[src/rtl/sprite_pkg.sv]
`default_nettype none
// ============================================================================
//  Module   : sprite_pkg
//  Brief    : Shared FSM/phase encodings, color codes and coordinate types
//             for the sprite renderer.
//  Revision : 1.0 - initial release
// ============================================================================
package sprite_pkg;

    typedef enum logic [1:0] {
        IDLE = 2'd0,
        SCAN = 2'd1,
        RECT = 2'd2,
        DONE = 2'd3
    } state_t;

    typedef enum logic {
        ERASE = 1'b0,
        DRAW  = 1'b1
    } phase_t;

    localparam int BACKGROUND_COLOR = 0;
    localparam int PLAYER_COLOR     = 1;
    localparam int LASER_COLOR      = 2;
    localparam int ENEMY_COLOR      = 3;

    // Sized for the default 10-bit x / 9-bit y screen plus sign and headroom.
    typedef logic signed [11:0] coord_x_t;
    typedef logic signed [10:0] coord_y_t;

endpackage
`default_nettype wire

[src/rtl/rect_scanner.sv]
`default_nettype none
// ============================================================================
//  Module   : rect_scanner
//  Brief    : Rasterises one screen-clipped WxH rectangle around a center
//             point as a valid/ready pixel stream; pulses last at the end.
//  Revision : 1.0 - initial release
// ============================================================================
module rect_scanner
    import sprite_pkg::*;
#(
    parameter int SPRITE_WIDTH  = 32,
    parameter int SPRITE_HEIGHT = 32,
    parameter int SCREEN_WIDTH  = 640,
    parameter int SCREEN_HEIGHT = 480,
    parameter int X_W           = 10,
    parameter int Y_W           = 9,
    parameter int COLOR_W       = 4
)(
    input  logic               clock,
    input  logic               reset_n,
    input  logic               go,
    input  logic [X_W-1:0]     center_x,
    input  logic [Y_W-1:0]     center_y,
    input  logic [COLOR_W-1:0] color,
    input  logic               pix_ready,
    output logic               pix_valid,
    output logic [X_W-1:0]     out_x,
    output logic [Y_W-1:0]     out_y,
    output logic [COLOR_W-1:0] out_color,
    output logic               last
);

    localparam int c_cxw = $clog2(SPRITE_WIDTH);
    localparam int c_cyw = $clog2(SPRITE_HEIGHT);
    localparam logic [c_cxw-1:0]      c_col_last = c_cxw'(SPRITE_WIDTH - 1);
    localparam logic [c_cyw-1:0]      c_row_last = c_cyw'(SPRITE_HEIGHT - 1);
    localparam logic signed [X_W+1:0] c_half_w   = (X_W+2)'(SPRITE_WIDTH / 2);
    localparam logic signed [Y_W+1:0] c_half_h   = (Y_W+2)'(SPRITE_HEIGHT / 2);
    localparam logic signed [X_W+1:0] c_scr_w    = (X_W+2)'(SCREEN_WIDTH);
    localparam logic signed [Y_W+1:0] c_scr_h    = (Y_W+2)'(SCREEN_HEIGHT);

    logic signed [X_W+1:0] r_px;
    logic signed [X_W+1:0] r_x0;
    logic signed [Y_W+1:0] r_py;
    logic [c_cxw-1:0]      r_col;
    logic [c_cyw-1:0]      r_row;
    logic                  r_active;
    logic [COLOR_W-1:0]    r_color;

    logic signed [X_W+1:0] w_x0;
    logic signed [Y_W+1:0] w_y0;
    logic                  w_on;
    logic                  w_adv;
    logic                  w_end;

    assign w_x0 = $signed({2'b00, center_x}) - c_half_w;
    assign w_y0 = $signed({2'b00, center_y}) - c_half_h;

    // Off-screen pixels still take their cycle but are never presented.
    assign w_on  = r_active && !r_px[X_W+1] && (r_px < c_scr_w)
                            && !r_py[Y_W+1] && (r_py < c_scr_h);
    assign w_adv = r_active && (!w_on || pix_ready);
    assign w_end = (r_col == c_col_last) && (r_row == c_row_last);

    assign last      = w_adv && w_end;
    assign pix_valid = w_on;
    assign out_x     = r_px[X_W-1:0];
    assign out_y     = r_py[Y_W-1:0];
    assign out_color = r_color;

    always_ff @(posedge clock or negedge reset_n) begin
        if (!reset_n) begin
            r_px     <= '0;
            r_x0     <= '0;
            r_py     <= '0;
            r_col    <= '0;
            r_row    <= '0;
            r_active <= 1'b0;
            r_color  <= '0;
        end else if (go) begin
            r_active <= 1'b1;
            r_px     <= w_x0;
            r_x0     <= w_x0;
            r_py     <= w_y0;
            r_col    <= '0;
            r_row    <= '0;
            r_color  <= color;
        end else if (w_adv) begin
            if (w_end) begin
                r_active <= 1'b0;
            end else if (r_col == c_col_last) begin
                r_col <= '0;
                r_px  <= r_x0;
                r_row <= r_row + c_cyw'(1);
                r_py  <= r_py + (Y_W+2)'(1);
            end else begin
                r_col <= r_col + c_cxw'(1);
                r_px  <= r_px + (X_W+2)'(1);
            end
        end
    end

endmodule
`default_nettype wire

[src/rtl/sprite_drawer.sv]
`default_nettype none
// ============================================================================
//  Module   : sprite_drawer
//  Brief    : Per-frame erase/redraw of N rectangle sprites as a clipped
//             (x, y, color) pixel stream with framebuffer back-pressure.
//  Revision : 1.0 - initial release
// ============================================================================
module sprite_drawer
    import sprite_pkg::*;
#(
    parameter int NUM_SPRITES   = 4,
    parameter int SPRITE_WIDTH  = 32,
    parameter int SPRITE_HEIGHT = 32,
    parameter int SCREEN_WIDTH  = 640,
    parameter int SCREEN_HEIGHT = 480,
    parameter int X_W           = 10,
    parameter int Y_W           = 9,
    parameter int COLOR_W       = 4
)(
    input  logic                           clock,
    input  logic                           reset_n,
    input  logic                           start,
    input  logic [NUM_SPRITES*X_W-1:0]     sprite_x,
    input  logic [NUM_SPRITES*Y_W-1:0]     sprite_y,
    input  logic [NUM_SPRITES-1:0]         sprite_en,
    input  logic [NUM_SPRITES*COLOR_W-1:0] sprite_color,
    output logic                           pix_valid,
    input  logic                           pix_ready,
    output logic [X_W-1:0]                 out_x,
    output logic [Y_W-1:0]                 out_y,
    output logic [COLOR_W-1:0]             out_color,
    output logic                           busy,
    output logic                           done
);

    localparam int c_iw = (NUM_SPRITES > 1) ? $clog2(NUM_SPRITES) : 1;
    localparam logic [c_iw-1:0] c_idx_last = c_iw'(NUM_SPRITES - 1);

    state_t                         r_state;
    phase_t                         r_phase;
    logic [c_iw-1:0]                r_idx;
    logic                           r_erased;
    logic                           r_final;
    logic                           r_busy;
    logic                           r_done;

    logic [NUM_SPRITES*X_W-1:0]     r_lat_x;
    logic [NUM_SPRITES*Y_W-1:0]     r_lat_y;
    logic [NUM_SPRITES-1:0]         r_lat_en;
    logic [NUM_SPRITES*COLOR_W-1:0] r_lat_color;
    logic [NUM_SPRITES*X_W-1:0]     r_prev_x;
    logic [NUM_SPRITES*Y_W-1:0]     r_prev_y;
    logic [NUM_SPRITES-1:0]         r_prev_en;

    logic [NUM_SPRITES-1:0]         w_moved;
    logic                           w_go;
    logic [X_W-1:0]                 w_cx;
    logic [Y_W-1:0]                 w_cy;
    logic [COLOR_W-1:0]             w_color;
    logic                           w_last;

    generate
        for (genvar i = 0; i < NUM_SPRITES; i++) begin : g_moved
            assign w_moved[i] = (r_prev_en[i] != r_lat_en[i]) ||
                                (r_prev_en[i] && r_lat_en[i] &&
                                 ((r_prev_x[i*X_W +: X_W] != r_lat_x[i*X_W +: X_W]) ||
                                  (r_prev_y[i*Y_W +: Y_W] != r_lat_y[i*Y_W +: Y_W])));
        end
    endgenerate

    // Once anything is erased, every enabled sprite is redrawn to repair overlaps.
    always_comb begin
        w_go    = 1'b0;
        w_cx    = r_lat_x[r_idx*X_W +: X_W];
        w_cy    = r_lat_y[r_idx*Y_W +: Y_W];
        w_color = r_lat_color[r_idx*COLOR_W +: COLOR_W];
        if (r_state == SCAN && !r_final) begin
            if (r_phase == ERASE) begin
                if (w_moved[r_idx] && r_prev_en[r_idx]) begin
                    w_go    = 1'b1;
                    w_cx    = r_prev_x[r_idx*X_W +: X_W];
                    w_cy    = r_prev_y[r_idx*Y_W +: Y_W];
                    w_color = COLOR_W'(BACKGROUND_COLOR);
                end
            end else if (r_lat_en[r_idx] && (r_erased || w_moved[r_idx])) begin
                w_go = 1'b1;
            end
        end
    end

    always_ff @(posedge clock or negedge reset_n) begin
        if (!reset_n) begin
            r_state     <= IDLE;
            r_phase     <= ERASE;
            r_idx       <= '0;
            r_erased    <= 1'b0;
            r_final     <= 1'b0;
            r_busy      <= 1'b0;
            r_done      <= 1'b0;
            r_lat_x     <= '0;
            r_lat_y     <= '0;
            r_lat_en    <= '0;
            r_lat_color <= '0;
            r_prev_x    <= '0;
            r_prev_y    <= '0;
            r_prev_en   <= '0;
        end else begin
            r_done <= 1'b0;
            case (r_state)
                IDLE: begin
                    if (start) begin
                        r_lat_x     <= sprite_x;
                        r_lat_y     <= sprite_y;
                        r_lat_en    <= sprite_en;
                        r_lat_color <= sprite_color;
                        r_phase     <= ERASE;
                        r_idx       <= '0;
                        r_erased    <= 1'b0;
                        r_final     <= 1'b0;
                        r_busy      <= 1'b1;
                        r_state     <= SCAN;
                    end
                end
                SCAN: begin
                    if (r_final) begin
                        r_state <= DONE;
                        r_done  <= 1'b1;
                    end else begin
                        if (w_go) begin
                            r_state <= RECT;
                            if (r_phase == ERASE) r_erased <= 1'b1;
                        end
                        if (r_idx == c_idx_last) begin
                            r_idx <= '0;
                            if (r_phase == ERASE) begin
                                r_phase <= DRAW;
                            end else if (w_go) begin
                                r_final <= 1'b1;
                            end else begin
                                r_state <= DONE;
                                r_done  <= 1'b1;
                            end
                        end else begin
                            r_idx <= r_idx + c_iw'(1);
                        end
                    end
                end
                RECT: begin
                    if (w_last) r_state <= SCAN;
                end
                DONE: begin
                    r_prev_x  <= r_lat_x;
                    r_prev_y  <= r_lat_y;
                    r_prev_en <= r_lat_en;
                    r_busy    <= 1'b0;
                    r_state   <= IDLE;
                end
                default: r_state <= IDLE;
            endcase
        end
    end

    assign busy = r_busy;
    assign done = r_done;

    rect_scanner #(
        .SPRITE_WIDTH  (SPRITE_WIDTH),
        .SPRITE_HEIGHT (SPRITE_HEIGHT),
        .SCREEN_WIDTH  (SCREEN_WIDTH),
        .SCREEN_HEIGHT (SCREEN_HEIGHT),
        .X_W           (X_W),
        .Y_W           (Y_W),
        .COLOR_W       (COLOR_W)
    ) u_rect_scanner (
        .clock     (clock),
        .reset_n   (reset_n),
        .go        (w_go),
        .center_x  (w_cx),
        .center_y  (w_cy),
        .color     (w_color),
        .pix_ready (pix_ready),
        .pix_valid (pix_valid),
        .out_x     (out_x),
        .out_y     (out_y),
        .out_color (out_color),
        .last      (w_last)
    );

endmodule
`default_nettype wire

[config.mk]
export PLATFORM = sky130hd
export DESIGN_NAME = sprite_drawer
export DESIGN_NICKNAME = d
export VERILOG_FILES = /design/src/rtl/sprite_pkg.sv /design/src/rtl/rect_scanner.sv /design/src/rtl/sprite_drawer.sv
export SDC_FILE = /design/constraint.sdc
export NUM_CORES = 1
export LEC_CHECK = 0
export ABC_AREA = 1
export CELL_PAD_IN_SITES_DETAIL_PLACEMENT = 1
export CELL_PAD_IN_SITES_GLOBAL_PLACEMENT = 1
export CORE_MARGIN = 4
export CORE_UTILIZATION = 45
export DETAILED_ROUTE_END_ITERATION = 8
export GPL_TIMING_DRIVEN = 0
export PLACE_DENSITY_LB_ADDON = 0.1
export REMOVE_ABC_BUFFERS = 1
export SYNTH_ARGS = -nofsm -noshare
export SYNTH_HDL_FRONTEND = slang
export SYNTH_SLANG_ARGS = --single-unit
[constraint.sdc]
create_clock -name clock -period 6.15 [get_ports clock]
set_input_delay 1.23 -clock clock [delete_from_list [all_inputs] [get_ports clock]]
set_output_delay 1.23 -clock clock [all_outputs]
set_load 0.005 [all_outputs]
==> summary.txt <==
Pwr
  • Tot Pwr: 3.199 mW
  • Power Density: approximately 220 nW/um2
  • Clock Power Share: 0.488
  • Pleak: a little under 7 nW
  • Seq pwr share: 0.481
  • P_int: about 2.5 mW
  • Comb power frac: 0.031
  • Net Sw Frac: 0.2135
  • P_sw: a little under 0.7 mW
  • Worst vdd ir: 0.1586 mV

STA
  • Final Max Tran Viols: 0
  • Clock skew: 0.01147 ns
  • Setup ws final: 1.921 ns
  • Final Critical Period: between 4 and 5 ns
  • Fmax achieved: ~240 MHz
  • Final TNS setup: 0 ns
  • Final hold violation count: 0
  • Final setup viols: 0
  • RSZ-0062 raised after global routing: no
  • Final worst-path cycle share: 0.6876
  • Worst slew pin tran: 1.202 ns
  • Fin Hold WS: ~0.48 ns
  • Worst slew margin: 0.1976

CTS
  • Longest Clk Path Bufs: 3
  • CTS tree: yes
  • CTS Buf Count: 27
  • Hold_buf cts: 0
  • Buffers inserted by post-CTS timing repair: 0
  • Sink Count: between 200 and 250
  • PostCTS Resize Cnt: 0
  • Clk_lat worst skew: 0.53 ns
  • Root Driver: clkbuf_16
  • Clock transition at path regs: roughly 0.060 ns
  • H-tree depth: 1

Place
  • DP Worst Slack: roughly 1.6 ns
  • Inst Count DP: between 2000 and 2500
  • Dpl cell area: 13930 um2
  • GPL Wtd Cong: about 0.8
  • IO buf count: about 130
  • Dpl hpwl: about 24 mm

Route
  • Total vias in the final route: ~11000
  • Vias/cell: roughly 5.3
  • Initial drt markers: 625
  • DR DRC count: 0
  • Final ANT Viol Nets: 0
  • Final WL: 36.67 mm
  • DRT Pass-1 Iters: 4
  • DR WL/cell: ~17 um

Floorplanning
  • Die W: between 150 and 200 um
  • Die height: roughly 170 um
  • Top Ports: 126
  • Placeable Area: around 27000 um2
  • # rows: 60
  • Starting Density: 0.4614
  • Die footprint: 30600 um2

Final layout
  • Fillers: between 3000 and 4000
  • Final non-filler cell total: between 2000 and 2500
  • Layout cells sized above 1: 0.05342
  • Post-Route Utilization: 0.5447
  • Antenna Cells: 0
  • Final nets: between 1500 and 2000
  • Layout area overhead: 18.06%
  • Post-layout instance area: about 15000 um2

GRT
  • Vias in the first global route: between 10000 and 15000
  • Initial antenna violation count: 0
  • Pin count of the biggest net entering global routing: 120
  • First-pass GRT wire length: roughly 61 mm
  • Gr usage total: 0.2412
  • Gr ovfl total: 0

Flow run
  • Max_cap viols: 0

Critical path
  • RR Endpoint: u_rect_scanner.r_x0[8]$_DFFE_PN0N_
  • Crit path DAT: about 4.6 ns
  • R2R depth: 13
  • Crit path kind: flip-flop to flip-flop
  • RR Startpoint: r_idx[0]$_DFFE_PN0P_
  • CP Cell Sequence: inv_2 -> buf_12 -> o21ai_0 -> a21oi_2 -> nand3_4 -> inv_2 -> nand2_1 -> o21ai_2 -> ha_1 -> nand3_1 -> xnor2_1 -> nand2_1 -> o21ai_1
  • CP startpoint kind: flip-flop
  • CP Data Required Time: 6.54 ns
  • Crit path max fanout: 39
  • Worst path max stage delay: around 0.7 ns
  • Crit end category: flip-flop
  • Crit-path slowest cell: dfrtp_4
  • Reg2reg setup slack: 1.92 ns

Yosys
  • Main combinational cell family by area after synthesis: simple AND/OR/NAND/NOR gates
  • Post-synthesis xor/xnor area fraction: 0.02864
  • Sequential share of the synthesized area: 0.4670
  • FF+latch count, synth: between 200 and 250
  • Mean area per synthesized cell: approximately 7.6 um2
  • Unique cell type count in the Yosys netlist: 46
  • Mux share of post-synthesis cell area: 0
  • Synth area leader: dfrtp_1
  • Mapped cell area: roughly 13000 um2
  • Post-synthesis compound-gate area fraction: 0.1769
  • Synthesized instance count: roughly 1700
  • Top cells by area, synth: dfrtp_1, nand2_1, o21ai_0
  • Yosys warning total: 0
  • Post-Synth Adder-Cell Area: 0.01297
  • Top cell type's share of synthesized area: 0.4670
  • Post-synthesis simple-gate area fraction: 0.2188

Hold path
  • Hold Path End: u_rect_scanner.r_x0[9]$_DFFE_PN0N_
  • Hold Path Depth: 2
  • Worst hold path type: flip-flop to flip-flop
  • Worst Hold Launch: u_rect_scanner.r_x0[9]$_DFFE_PN0N_

Status
  • Outcome: complete, no violations
[critical path, delay by kind of cell (launching register included)]
kind	cells	cell delay, ns
XOR/XNOR	1	0.13
AO/OA/AOI/OAI	4	0.80
AND/OR/NAND/NOR	4	0.70
adder cells (fa/ha/maj)	1	0.29
flip-flops	1	0.69
buffers and inverters	3	1.43
[worst max-delay path by stage]
stage / slack (ns) / cells after the start / endpoint / startpoint
after floorplan: 1.51 / 11 / u_rect_scanner.r_row[3]$_DFFE_PN0P_ / r_idx[0]$_DFFE_PN0P_
after global placement: -6.67 / 1 / r_lat_x[7]$_DFFE_PN0P_ / reset_n
after detailed placement: 1.62 / 10 / u_rect_scanner.r_row[3]$_DFFE_PN0P_ / r_idx[0]$_DFFE_PN0P_
after CTS: 1.59 / 10 / u_rect_scanner.r_row[3]$_DFFE_PN0P_ / r_idx[0]$_DFFE_PN0P_
after global routing: 1.48 / 11 / u_rect_scanner.r_row[3]$_DFFE_PN0P_ / r_idx[0]$_DFFE_PN0P_
final: 1.92 / 13 / u_rect_scanner.r_x0[8]$_DFFE_PN0N_ / r_idx[0]$_DFFE_PN0P_
[per-layer routing]
| metal | track usage | part of all wire | wire, um | up-vias |
|---|---|---|---|---|
| li1 | - | - | - | 5448 |
| met1 | 0.3164 | 0.45 | 16450 | 5503 |
| met2 | 0.4306 | 0.50 | 18320 | 159 |
| met3 | 0.02661 | 0.031 | 1152 | 46 |
| met4 | 0.05565 | 0.020 | 745 | 0 |
| met5 | 0 | 0 | 0 | - |
[power by group through the flow]
stage	Sequential [mW]	Combinational [mW]	Clock, mW
floorplan	1.57	0.00000257	0
global placement	1.57	0.0953	0
detailed placement	1.57	0.102	0
CTS	1.54	0.102	1.59
global route	1.54	0.108	1.66
finish	1.54	0.0985	1.56
[registers in the layout, indices dropped and copies added (netlist names), 11 cells and up]
register             flops
r_lat_x                 40
r_prev_x                40
r_lat_y                 36
r_prev_y                36
r_lat_color             16
u_rect_scanner.r_px     12
u_rect_scanner.r_py     11
u_rect_scanner.r_x0     11
[logic make-up (layout without fill, tap and decap cells)]
| family | Yosys count | count (layout) |
|---|---|---|
| AND/OR/NAND/NOR | 677 | 677 |
| AO/OA/AOI/OAI | 413 | 413 |
| buffers and inverters | 282 | 363 |
| flip-flops | 234 | 234 |
| XOR/XNOR | 41 | 41 |
| adder cells (fa/ha/maj) | 13 | 13 |
[cells in the mapped netlist, drive strengths merged]
master   instances
a32o             6
o2111ai          1
nor3            11
o41ai            1
a32oi            1
inv            182
a22oi            6
nor3b            1
nand4            9
o311ai           1
xnor2           20
o221ai           3
o22ai            7
o21ai          276
a31oi            4
nor4             2
xor2            21
nor2            90
nand2          511
dfrtp          234
ha              13
buf             48
o21a             2
o211ai           5
or2              4
a21oi          100
clkbuf          52
nand3           49
[area by class of cell]
cell class,count,area (um2),share of cell area
inverter,182,690.7,0.04666
clock inverter,7,60.06,0.004057
clock buffer,41,788.3,0.05325
timing repair buffer,133,1446,0.09771
tap,372,465.4,0.03144
multi-input combinational,1144,5492,0.3710
sequential,234,5861,0.3959
[cell usage in the layout, fill, tap and decap left out, types with 13 or more instances in the layout]
cell,Yosys,final
a21oi_1,98,98
clkbuf_16,0,27
clkdlybuf4s50_1,0,124
dfrtp_1,234,232
ha_1,13,13
inv_1,169,168
nand2_1,508,507
nand3_1,44,44
nor2_1,84,84
o21ai_0,263,263
xnor2_1,20,20
xor2_1,21,21
(Power assumes the default switching activity.)
